File: src/rtl/mips_muldiv_unit.sv
// -----------------------------------------------------------------------------
// mips_muldiv_unit
//   Iterative radix-2 HI/LO multiply/divide unit for the MIPS core.
//   Executes MULTU/MULT (shift-add) and DIVU/DIV (restoring), one bit per
//   enabled clock, plus the MTHI/MTLO register writes.
//
//   Parameters
//     WIDTH  operand and HI/LO width (>= 4, even)
//     CNT_W  iteration counter width, derived from WIDTH (do not override)
//
//   Ports
//     clk         rising-edge clock
//     reset       asynchronous, active-low reset
//     clk_enable  when low, every register holds
//     start       issue strobe, accepted only while idle
//     op[2:0]     000 MULTU, 001 MULT, 010 DIVU, 011 DIV, 100 MTHI, 101 MTLO,
//                 11x no-op
//     a, b        rs / rt operands
//     abort       (MULDIV_ABORT_EN only) flush an in-flight operation
//     busy        high while a mul/div is in flight (CALC or FIX)
//     done        one-cycle pulse after HI/LO take a mul/div result
//     hi, lo      architectural HI/LO registers
//
//   Build option
//     `define MULDIV_ABORT_EN adds the abort input.
//
//   Latency: accept edge E0, WIDTH CALC edges, FIX edge E0+WIDTH+1 writes
//   HI/LO and raises done for the following cycle.
// -----------------------------------------------------------------------------
module mips_muldiv_unit #(
  parameter int WIDTH = 32,
  parameter int CNT_W = $clog2(WIDTH) + 1
) (
  input  logic             clk,
  input  logic             reset,
  input  logic             clk_enable,
  input  logic             start,
  input  logic [2:0]       op,
  input  logic [WIDTH-1:0] a,
  input  logic [WIDTH-1:0] b,
`ifdef MULDIV_ABORT_EN
  input  logic             abort,
`endif
  output logic             busy,
  output logic             done,
  output logic [WIDTH-1:0] hi,
  output logic [WIDTH-1:0] lo
);

  localparam logic [1:0] S_IDLE = 2'd0;
  localparam logic [1:0] S_CALC = 2'd1;
  localparam logic [1:0] S_FIX  = 2'd2;

  localparam logic [2:0] OP_MULTU = 3'b000;
  localparam logic [2:0] OP_MULT  = 3'b001;
  localparam logic [2:0] OP_DIVU  = 3'b010;
  localparam logic [2:0] OP_DIV   = 3'b011;
  localparam logic [2:0] OP_MTHI  = 3'b100;
  localparam logic [2:0] OP_MTLO  = 3'b101;

  localparam logic [CNT_W-1:0] CNT_LAST = CNT_W'(WIDTH - 1);

  // Magnitude of a two's-complement value. MIN maps to itself, which is the
  // correct unsigned magnitude 2^(WIDTH-1).
  function automatic logic [WIDTH-1:0] mag(input logic [WIDTH-1:0] v);
    return v[WIDTH-1] ? -v : v;
  endfunction

  logic [1:0]         state_q, state_d;
  logic [CNT_W-1:0]   cnt_q,   cnt_d;
  // Multiply: {partial product high, remaining multiplier bits}.
  // Divide:   {partial remainder, dividend bits shifting into quotient}.
  logic [2*WIDTH-1:0] prod_q,  prod_d;
  logic [WIDTH-1:0]   opnd_q,  opnd_d;   // multiplicand or divisor
  logic               is_div_q, is_div_d;
  logic               neg_q,   neg_d;    // negate product / quotient
  logic               neg_r_q, neg_r_d;  // negate remainder (dividend sign)
  logic [WIDTH-1:0]   hi_q,    hi_d;
  logic [WIDTH-1:0]   lo_q,    lo_d;
  logic               done_q,  done_d;

  // ---- one multiply step: conditional add, then shift right ----
  logic [WIDTH:0]     mul_sum;
  logic [2*WIDTH-1:0] mul_next;
  assign mul_sum  = {1'b0, prod_q[2*WIDTH-1:WIDTH]}
                  + (prod_q[0] ? {1'b0, opnd_q} : {(WIDTH+1){1'b0}});
  assign mul_next = {mul_sum, prod_q[WIDTH-1:1]};

  // ---- one restoring divide step ----
  // The shifted remainder is below 2*divisor, so after a successful subtract
  // the difference always fits in WIDTH bits and can be taken modulo 2^WIDTH.
  logic [WIDTH:0]     rem_sh;
  logic               rem_ge;
  logic [WIDTH-1:0]   rem_diff;
  logic [2*WIDTH-1:0] div_next;
  assign rem_sh   = prod_q[2*WIDTH-1:WIDTH-1];
  assign rem_ge   = rem_sh >= {1'b0, opnd_q};
  assign rem_diff = rem_sh[WIDTH-1:0] - opnd_q;
  assign div_next = rem_ge ? {rem_diff, prod_q[WIDTH-2:0], 1'b1}
                           : {prod_q[2*WIDTH-2:0], 1'b0};

  // ---- sign correction applied in FIX ----
  logic [2*WIDTH-1:0] mul_res;
  logic [WIDTH-1:0]   quo_res, rem_res;
  assign mul_res = neg_q   ? -prod_q : prod_q;
  assign quo_res = neg_q   ? -prod_q[WIDTH-1:0]       : prod_q[WIDTH-1:0];
  assign rem_res = neg_r_q ? -prod_q[2*WIDTH-1:WIDTH] : prod_q[2*WIDTH-1:WIDTH];

  always_comb begin
    state_d  = state_q;
    cnt_d    = cnt_q;
    prod_d   = prod_q;
    opnd_d   = opnd_q;
    is_div_d = is_div_q;
    neg_d    = neg_q;
    neg_r_d  = neg_r_q;
    hi_d     = hi_q;
    lo_d     = lo_q;
    done_d   = 1'b0;

    case (state_q)
      S_IDLE: begin
        if (start) begin
          case (op)
            OP_MTHI: hi_d = a;
            OP_MTLO: lo_d = a;
            OP_MULTU, OP_MULT: begin
              state_d  = S_CALC;
              cnt_d    = '0;
              is_div_d = 1'b0;
              prod_d   = {{WIDTH{1'b0}}, op[0] ? mag(b) : b};
              opnd_d   = op[0] ? mag(a) : a;
              neg_d    = op[0] & (a[WIDTH-1] ^ b[WIDTH-1]);
              neg_r_d  = 1'b0;
            end
            OP_DIVU, OP_DIV: begin
              state_d  = S_CALC;
              cnt_d    = '0;
              is_div_d = 1'b1;
              // Divide by zero runs as unsigned on the raw dividend: the
              // restoring loop then naturally yields quotient all-ones and
              // remainder equal to the dividend.
              if (op[0] && (b != '0)) begin
                prod_d  = {{WIDTH{1'b0}}, mag(a)};
                opnd_d  = mag(b);
                neg_d   = a[WIDTH-1] ^ b[WIDTH-1];
                neg_r_d = a[WIDTH-1];
              end else begin
                prod_d  = {{WIDTH{1'b0}}, a};
                opnd_d  = b;
                neg_d   = 1'b0;
                neg_r_d = 1'b0;
              end
            end
            default: ;
          endcase
        end
      end

      S_CALC: begin
        prod_d = is_div_q ? div_next : mul_next;
        cnt_d  = cnt_q + CNT_W'(1);
        if (cnt_q == CNT_LAST) begin
          state_d = S_FIX;
        end
      end

      S_FIX: begin
        if (is_div_q) begin
          hi_d = rem_res;
          lo_d = quo_res;
        end else begin
          hi_d = mul_res[2*WIDTH-1:WIDTH];
          lo_d = mul_res[WIDTH-1:0];
        end
        done_d  = 1'b1;
        cnt_d   = '0;
        state_d = S_IDLE;
      end

      default: begin
        state_d = S_IDLE;
        cnt_d   = '0;
      end
    endcase

`ifdef MULDIV_ABORT_EN
    // Flush: discard the in-flight result. Has no effect while idle, so a
    // start in the same cycle is still taken.
    if (abort && (state_q != S_IDLE)) begin
      state_d = S_IDLE;
      cnt_d   = '0;
      hi_d    = hi_q;
      lo_d    = lo_q;
      done_d  = 1'b0;
    end
`endif
  end

  always_ff @(posedge clk or negedge reset) begin
    if (!reset) begin
      state_q  <= S_IDLE;
      cnt_q    <= '0;
      prod_q   <= '0;
      opnd_q   <= '0;
      is_div_q <= 1'b0;
      neg_q    <= 1'b0;
      neg_r_q  <= 1'b0;
      hi_q     <= '0;
      lo_q     <= '0;
      done_q   <= 1'b0;
    end else if (clk_enable) begin
      state_q  <= state_d;
      cnt_q    <= cnt_d;
      prod_q   <= prod_d;
      opnd_q   <= opnd_d;
      is_div_q <= is_div_d;
      neg_q    <= neg_d;
      neg_r_q  <= neg_r_d;
      hi_q     <= hi_d;
      lo_q     <= lo_d;
      done_q   <= done_d;
    end
  end

  assign busy = (state_q != S_IDLE);
  assign done = done_q;
  assign hi   = hi_q;
  assign lo   = lo_q;

endmodule

File: config.mk
export PLATFORM = sky130hd
export DESIGN_NAME = mips_muldiv_unit
export DESIGN_NICKNAME = d
export VERILOG_FILES = /design/src/rtl/mips_muldiv_unit.sv
export SDC_FILE = /design/constraint.sdc
export NUM_CORES = 1
export LEC_CHECK = 0
export CAP_MARGIN = 20
export CORE_MARGIN = 2
export CORE_UTILIZATION = 40
export CTS_BUF_LIST = sky130_fd_sc_hd__clkbuf_16
export DETAILED_ROUTE_END_ITERATION = 12
export GPL_TIMING_DRIVEN = 1
export PLACE_DENSITY = 0.56
export SETUP_SLACK_MARGIN = 0.05
export SYNTH_ARGS = -nofsm -noshare
export SYNTH_HDL_FRONTEND = slang
export SYNTH_SLANG_ARGS = --single-unit
File: constraint.sdc
create_clock -name clk -period 5.6 [get_ports clk]
set_input_delay 0.84 -clock clk [delete_from_list [all_inputs] [get_ports clk]]
set_output_delay 0.84 -clock clk [all_outputs]
set_load 0.005 [all_outputs]
# Yosys cells after proc, flatten, opt, wreduce, memory -nomap -nowiden
# Index checks and enable logic that the tools add are counted.
[word_totals]
ff_bits = 172
elab_cells = 89
[op_classes]
n_addsub = 8
order_cmp = 1
n_eq_ne = 14
mux = 37
bitwise_logic = 2
reduce_logical = 17
[ops]
columns = ["cell", "n"]
rows = [
  ["$mux W32", 15],
  ["$mux W64", 4],
  ["$pmux W64 S2", 2],
  ["$pmux W32 S2", 3],
  ["$neg A32 Y32", 4],
  ["$neg A64 Y64", 1],
  ["$add A32 B32 Y33", 1],
  ["$ge A33 B32 Y1", 1],
  ["$reduce_bool A32 Y1", 1],
  ["$sub A32 B32 Y32", 1],
  ["$reduce_and A4 Y1", 5],
  ["$mux W6", 2],
  ["$pmux W6 S2", 1],
  ["$reduce_bool A2 Y1", 4],
  ["$add A6 B1 Y6 const B", 1],
  ["$eq A3 B2 Y1 const B", 2],
  ["$eq A3 B3 Y1 const B", 2],
  ["$eq A6 B5 Y1 const B", 1],
  ["$mux W2", 3],
  ["$ne A2 B2 Y1 const B", 3],
  ["$pmux W1 S2", 3],
  ["$ne A2 B1 Y1 const B", 2],
  ["$pmux W2 S2", 1],
  ["$reduce_or A2 Y1", 2],
  ["other kinds (12)", 14],
]

# Logic depth before layout (Yosys ltp)
# Gate-level depths: netlist of run 1.
[logic_depth]
word_depth = 6
mapped_depth = 14
depth_no_buf = 14

# Least setup slack after synthesis of run 1
# Ideal clock, no wire load.
[synth_timing]
path_kind = "input-to-reg"
start = "input port a[12]"
end = "register opnd_q[31]"
setup_time_ps = 78
arrival_time_ps = 3454
required_time_ps = 5522
path_slack_ps = 2068
path_stages = 10
n_path_buf = 1
cell_sequence = "buf_2 -> or3_1 -> or3b_2 -> nor4_4 -> nand2_2 -> or4_4 -> or3_1 -> a211oi_1 -> a211oi_1 -> a21oi_1"
[synth_between]
elab_chain_len = 4
[synth_lines]
columns = ["element", "line", "rtl"]
rows = [
  ["from (decl)", "39", "input logic [WIDTH-1:0] a,"],
  ["$neg A32 Y32", "66", "return v[WIDTH-1] ? -v : v;"],
  ["$mux W32", "66", ""],
  ["$mux W32", "132", "opnd_d = op[0] ? mag(a) : a;"],
  ["$pmux W32 S2", "124", "case (op)"],
  ["to (signal assigned)", "216", "opnd_q <= opnd_d;"],
  ["to (decl)", "74", "logic [WIDTH-1:0] opnd_q, opnd_d;"],
]
# Every way passes these cells.
# A chain may end at the register's enable or synchronous reset.

# Worst setup path after layout of run 1
[layout_timing]
start = "register prod_q[0]"
end = "register prod_q[62]"
[layout_between]
elab_chain_len = 4
[layout_lines]
columns = ["element", "line", "rtl"]
rows = [
  ["from (decl)", "73", "logic [2*WIDTH-1:0] prod_q, prod_d;"],
  ["from (signal assigned)", "215", "prod_q <= prod_d;"],
  ["$mux W32", "86", "+ (prod_q[0] ? {1'b0, opnd_q} : {(WIDTH+1){1'b0}});"],
  ["$add A32 B32 Y33", "86", ""],
  ["$mux W64", "161", "prod_d = is_div_q ? div_next : mul_next;"],
  ["$pmux W64 S2", "121", "case (state_q)"],
]
# Every way passes these cells.

==> metrics, run 1 <==
status=finished, final reports clean; CTS root buf=clkbuf_16; Rel. slew slack=0.322; worst setup slack after layout=1240 ps; cell taking the most area after synthesis=dfrtp_1; routed vias/inst=5.99; Routed WL=63,000 um; P&R area growth vs syn=14.6%; final setup fails=0; Leak=7.63 nW; fin. max-slew vios=0; I/O pin cnt=137; vias post-DR=16,000; Gate Count Post-Synth=2,092; warnings from Yosys=0; WL/cell=23.5 um; core footprint=38,700 um2; Pwr Total=0.00900 W; Worst-Margin Slew=1010 ps; crit-path cells=inv_1 -> nor2_1 -> ha_1 -> nand4_1 -> a2111oi_0 -> a21oi_1 -> a21oi_1 -> a211oi_1 -> o21bai_1 -> a221oi_1 -> mux2i_1 -> nor2_1 -> o41ai_1; # nets final=2,286; grt met1 use=0.455; final hold violations=0; HPWL after detailed placement=48,700 um; Max IR drop VDD=0.255 mV; Crit-path slowest cell=a2111oi_0; fraction of layout cells with a size suffix above 1=0.0505; DRC=0; Crit path largest cell delay=750 ps; Overall Global Routing Usage=0.307; total gr overflow=0; Fmax=229 MHz; setup bufs post-CTS=0; Routed Antenna Nets=0; Post-synth EDFFs=0; H-tree Lvls=4; CTS tree=done; vias in the first global route=15,100; fraction of registers with async set/reset=1.00; Die Wd=203 um; RSZ-0062 raised after global routing=no; crit path DAT=4720 ps; Synth Area per Inst=7.53 um2; CTS Hold Buffers Added=0; syn nets=2,234; DR iter-0 viols=1,847; Synth cell types=88; Crit path required time=5960 ps; post-route cell area=18,100 um2; fin crit period=4360 ps; post-CTS sizing=0; Min-Delay Path Class=in2async; Port Buffer Count=136; Tcrit/Tclk final=0.779; mapped cell area=15,800 um2; placed cell areas=17,500 um2; Num CTS Buffers=17; final core utilization=0.466; initial antenna violation count=0; Fin Clk Skew=15.1 ps; synth top area cells=dfrtp_1, a21oi_1, o21ai_0; PwrDens=498 nW/um2; Seq/Total Area, Yosys=0.273; die height=203 um; Post-Place Worst Slack=1330 ps; gpl congestion=0.977; delay-heaviest family, CP=compound AO/OA/AOI/OAI gates; grt peak-use layer=met2; # rows=72; Startpoint Class=register; main flop type after synthesis=dfrtp_1; CP max FO=16; CP bufs+invs=1; CP Class=reg2reg; Synth top area share=0.273; global-route wire length before repair=95,500 um; Sum Neg Setup Slack=0 ps; First-pass DRT Iterations=6; Max-Cap Viols=0; Initial Util=0.407; largest net degree at the start of global routing=108; met3 Use GR=0.0462; Setup crit end kind=register; worst skew pair latency=470 ps; Synth Register Bits=172; clock slew at reported path FFs=80 ps; die area=41,000 um2; Max clock buf depth=2; clk sinks=172; met2 Track Usage GR=0.459
## cell type report
| cell class | instances | area, um2 |
|---|---|---|
| Timing Repair Buffer | 164 | 1600 |
| Multi-Input combinational cell | 1723 | 10700 |
| Clock inverter | 15 | 180 |
| Inverter | 66 | 248 |
| Tap cell | 518 | 648 |
| Sequential cell | 172 | 4310 |
| Clock buffer | 17 | 425 |
| Antenna cell | 1 | 2.50 |
| Fill cell | 3960 | 20700 |
## Yosys cell counts, drive strengths merged (46+ instances only)
library cell  instances
a21oi               229
nor2                254
o21ai               206
inv                  65
nor3                 46
dfrtp               172
xor2                109
o31ai                47
nand2               235
ha                   69
clkbuf              114
xnor2                86
## final timing paths
path                       startpoint         end  slack, ps  cells past startpoint
max in group asynchronous       reset    is_div_q       4150                      2
min                             reset  prod_q[50]        360                      1
max reg2reg                 prod_q[0]  prod_q[62]       1240                     13
max                         prod_q[0]  prod_q[62]       1240                     13
min reg2reg                    hi[25]      hi[25]        480                      2
min in group clk               hi[25]      hi[25]        480                      2
## power breakdown
group | total (W) | switching (W) | internal (W)
Combinational | 0.00540 | 0.00319 | 0.00221
Sequential | 0.00232 | 0.000687 | 0.00163
Clock | 0.00128 | 0.000645 | 0.000640
## cells by family after synthesis
group | share of synthesized area
AND/OR/NAND/NOR | 0.210
adder cells (fa/ha/maj) | 0.0573
AO/OA/AOI/OAI | 0.268
multiplexers | 0.0297
buffers and inverters | 0.0531
flip-flops | 0.273
XOR/XNOR | 0.108
## registers in the layout, indices dropped and copies added (netlist names), 2 cells and up
register	flops
opnd_q	32
cnt_q	6
lo	32
prod_q	64
hi	32
state_q	2
## metrics by stage
stage          hold WS [ps]  cells
4_1_cts                 385   2675
3_5_place_dp            466   2643
6_report                357   2676
2_1_floorplan           450   2092
3_3_place_gp            461   2643
5_1_grt                 401   2675
## cells in the final DEF, fill, tap and decap left out, types with 13 or more instances in the layout
master	instances
nor2_1	251
nand2_1	232
a21oi_1	228
o21ai_0	201
dfrtp_1	171
clkdlybuf4s50_1	135
xor2_1	109
xnor2_1	86
ha_1	69
inv_1	65
o31ai_1	46
nor3_1	45
mux2i_1	40
a21o_1	31
or3_1	26
buf_4	26
a211oi_1	23
nand3_1	23
nor4_1	18
clkbuf_16	17
nand2b_1	16
o211ai_1	14
o21a_1	14
and2_1	13
a31oi_1	13
or4_1	13
## worst register-to-register path: stages (launching register included)
cell       delay (ps)
dfrtp_1           470
inv_1             520
nor2_1            130
ha_1              420
nand4_1           200
a2111oi_0         750
a21oi_1           170
a21oi_1           530
a211oi_1          200
o21bai_1          270
a221oi_1          140
mux2i_1           170
nor2_1             50
o41ai_1           260
## metal layers
metal  up-vias  wire, um
met5         -         0
met4         0      1570
met3        84      5010
met2       725     27100
met1      7646     29300
li1       7580         -
No activity file was read; power rests on OpenSTA's default activity.
==> inputs of run 2 (changes only) <==
Clock period 5.6 ns to 4.4 ns, I/O delays scaled along.
==> run 2 against run 1 <==
  * Hold slack got worse by 97 ps
  * Via count increased by 1.6%
  * Flip-flop and latch count unchanged
  * Critical endpoint unchanged
  * Largest cell class unchanged
==> metrics, run 2 (same netlist as run 1, synthesis figures left out) <==
Routed Antenna Nets=0 (unchanged); Crit-path slowest cell=dfrtp_1; Tcrit/Tclk final=0.896 (+0.118); WL/cell=23.5 um (-0.31%); RSZ-0062 raised after global routing=no; global-route wire length before repair=96,100 um (+0.67%); die height=203 um (unchanged); routed vias/inst=5.97 (-0.30%); max reg flops=64 (unchanged); CP bufs+invs=0 (-1); total gr overflow=0 (unchanged); Worst-Margin Slew=1010 ps (-8.11 ps); Max IR drop VDD=0.406 mV (+59%); H-tree Lvls=4 (unchanged); Routed WL=64,000 um (+1.6%); initial antenna violation count=1 (+1); DR iter-0 viols=1,573 (-15%); Num CTS Buffers=17 (unchanged); post-CTS sizing=0 (unchanged); largest net degree at the start of global routing=91 (-16%); final setup fails=0 (unchanged); Crit path largest cell delay=690 ps (-60 ps); HPWL after detailed placement=50,400 um (+3.6%); crit path DAT=4300 ps (-420 ps); vias post-DR=16,300 (+1.6%); Overall Global Routing Usage=0.311 (+0.00425); Fmax=254 MHz (+11%); gpl congestion=0.986 (+0.99%); Port Buffer Count=136 (unchanged); I/O pin cnt=137 (unchanged); vias in the first global route=15,300 (+1.4%); Fin Clk Skew=14.5 ps (-0.559 ps); Rel. slew slack=0.327 (+0.00543); CTS root buf=clkbuf_16; status=finished, final reports clean; fin crit period=3940 ps (-417 ps); Max-Cap Viols=0 (unchanged); core footprint=38,700 um2 (unchanged); PwrDens=631 nW/um2 (+27%); # rows=72 (unchanged); Setup crit end kind=register; setup bufs post-CTS=0 (unchanged); P&R area growth vs syn=17.0%; CTS tree=done; First-pass DRT Iterations=6 (unchanged); clk sinks=172 (unchanged); crit-path cells=ha_1 -> a2111oi_0 -> o21ai_0 -> a41oi_1 -> o21a_1 -> o221a_2 -> o31ai_1 -> a31oi_1 -> xnor2_1 -> nor3_1 -> o41ai_1; Initial Util=0.407 (unchanged); Hold WS=260 ps (-97.2 ps); Sum Neg Setup Slack=0 ps (unchanged); post-route cell area=18,400 um2 (+2.1%); most frequent cells in the layout=nor2_1, nand2_1, a21oi_1, o21ai_0, dfrtp_1; # nets final=2,338 (+2.3%); Leak=7.87 nW (+3.2%); Die Wd=203 um (unchanged); Crit path required time=4750 ps (-1210 ps); DRC=0 (unchanged); fillers=3,997 (+0.93%); crit path from=prod_q[36]; Antenna Cells=0 (-1); CP max FO=10 (-6); placed cell areas=17,800 um2 (+2.1%); CTS Hold Buffers Added=0 (unchanged); clock slew at reported path FFs=80 ps (about the same); Top reg by flops=prod_q; Startpoint Class=register; fraction of layout cells with a size suffix above 1=0.0729 (+0.0224); RR Startpoint=prod_q[36]; Min-Delay Path Class=in2async; die area=41,000 um2 (unchanged); CP Class=reg2reg; most common cell after layout, fill and taps aside=nor2_1; Max clock buf depth=2 (unchanged); final hold violations=0 (unchanged); delay-heaviest family, CP=compound AO/OA/AOI/OAI gates; worst skew pair latency=470 ps (about the same); fin. max-slew vios=0 (unchanged)
run 2: final timing paths:
| kind | depth (start not counted) | slack (ps) | to |
|---|---|---|---|
| setup / recovery | 11 | 460 | prod_q[62] |
| hold / removal | 1 | 260 | prod_q[53] |
| setup reg to reg | 11 | 460 | prod_q[62] |
| hold reg to reg | 1 | 480 | hi[1] |
| max in group asynchronous | 2 | 3070 | prod_q[43] |
| min in group clk | 1 | 480 | hi[1] |
run 2: through the flow:
step | setup slack, ps | utilization | cells | total power [W]
2_1_floorplan | 1050 | - | 2092 | 0.00738
3_3_place_gp | 351 | 0.460 | 2695 | 0.00979
3_5_place_dp | 333 | 0.460 | 2695 | 0.00983
4_1_cts | 282 | 0.476 | 2727 | 0.0115
5_1_grt | 175 | 0.476 | 2727 | 0.0125
6_report | 455 | 0.476 | 2727 | 0.0116
run 2: power breakdown:
group / total [W] / switching [W] / internal [W]
sequential: 0.00286 / 0.000789 / 0.00207
clock: 0.00167 / 0.000798 / 0.000871
combinational: 0.00711 / 0.00419 / 0.00291
total: 0.0116 / 0.00578 / 0.00586
run 2: routing by layer:
layer  global-route usage  wire length (um)  up-vias
met5               0.0131                75        -
met2                0.459             27000      720
li1                     -                 -     7667
met3               0.0701              5660       94
met4                0.101              1970        2
met1                0.447             29300     7808
run 2: cell type report:
class | count | area, um2 | area share
Sequential cell | 172 | 4310 | 0.233
Clock inverter | 15 | 200 | 0.0109
Timing Repair Buffer | 216 | 1960 | 0.106
Inverter | 66 | 248 | 0.0134
Tap cell | 518 | 648 | 0.0351
Multi-Input combinational cell | 1723 | 10700 | 0.578
Clock buffer | 17 | 425 | 0.0231
==> inputs of run 3 (changes only) <==
Settings changed: SLEW_MARGIN set to 5.
==> results of run 3 <==
Same layout as run 2: the final DEF is identical, and so are final timing and power.
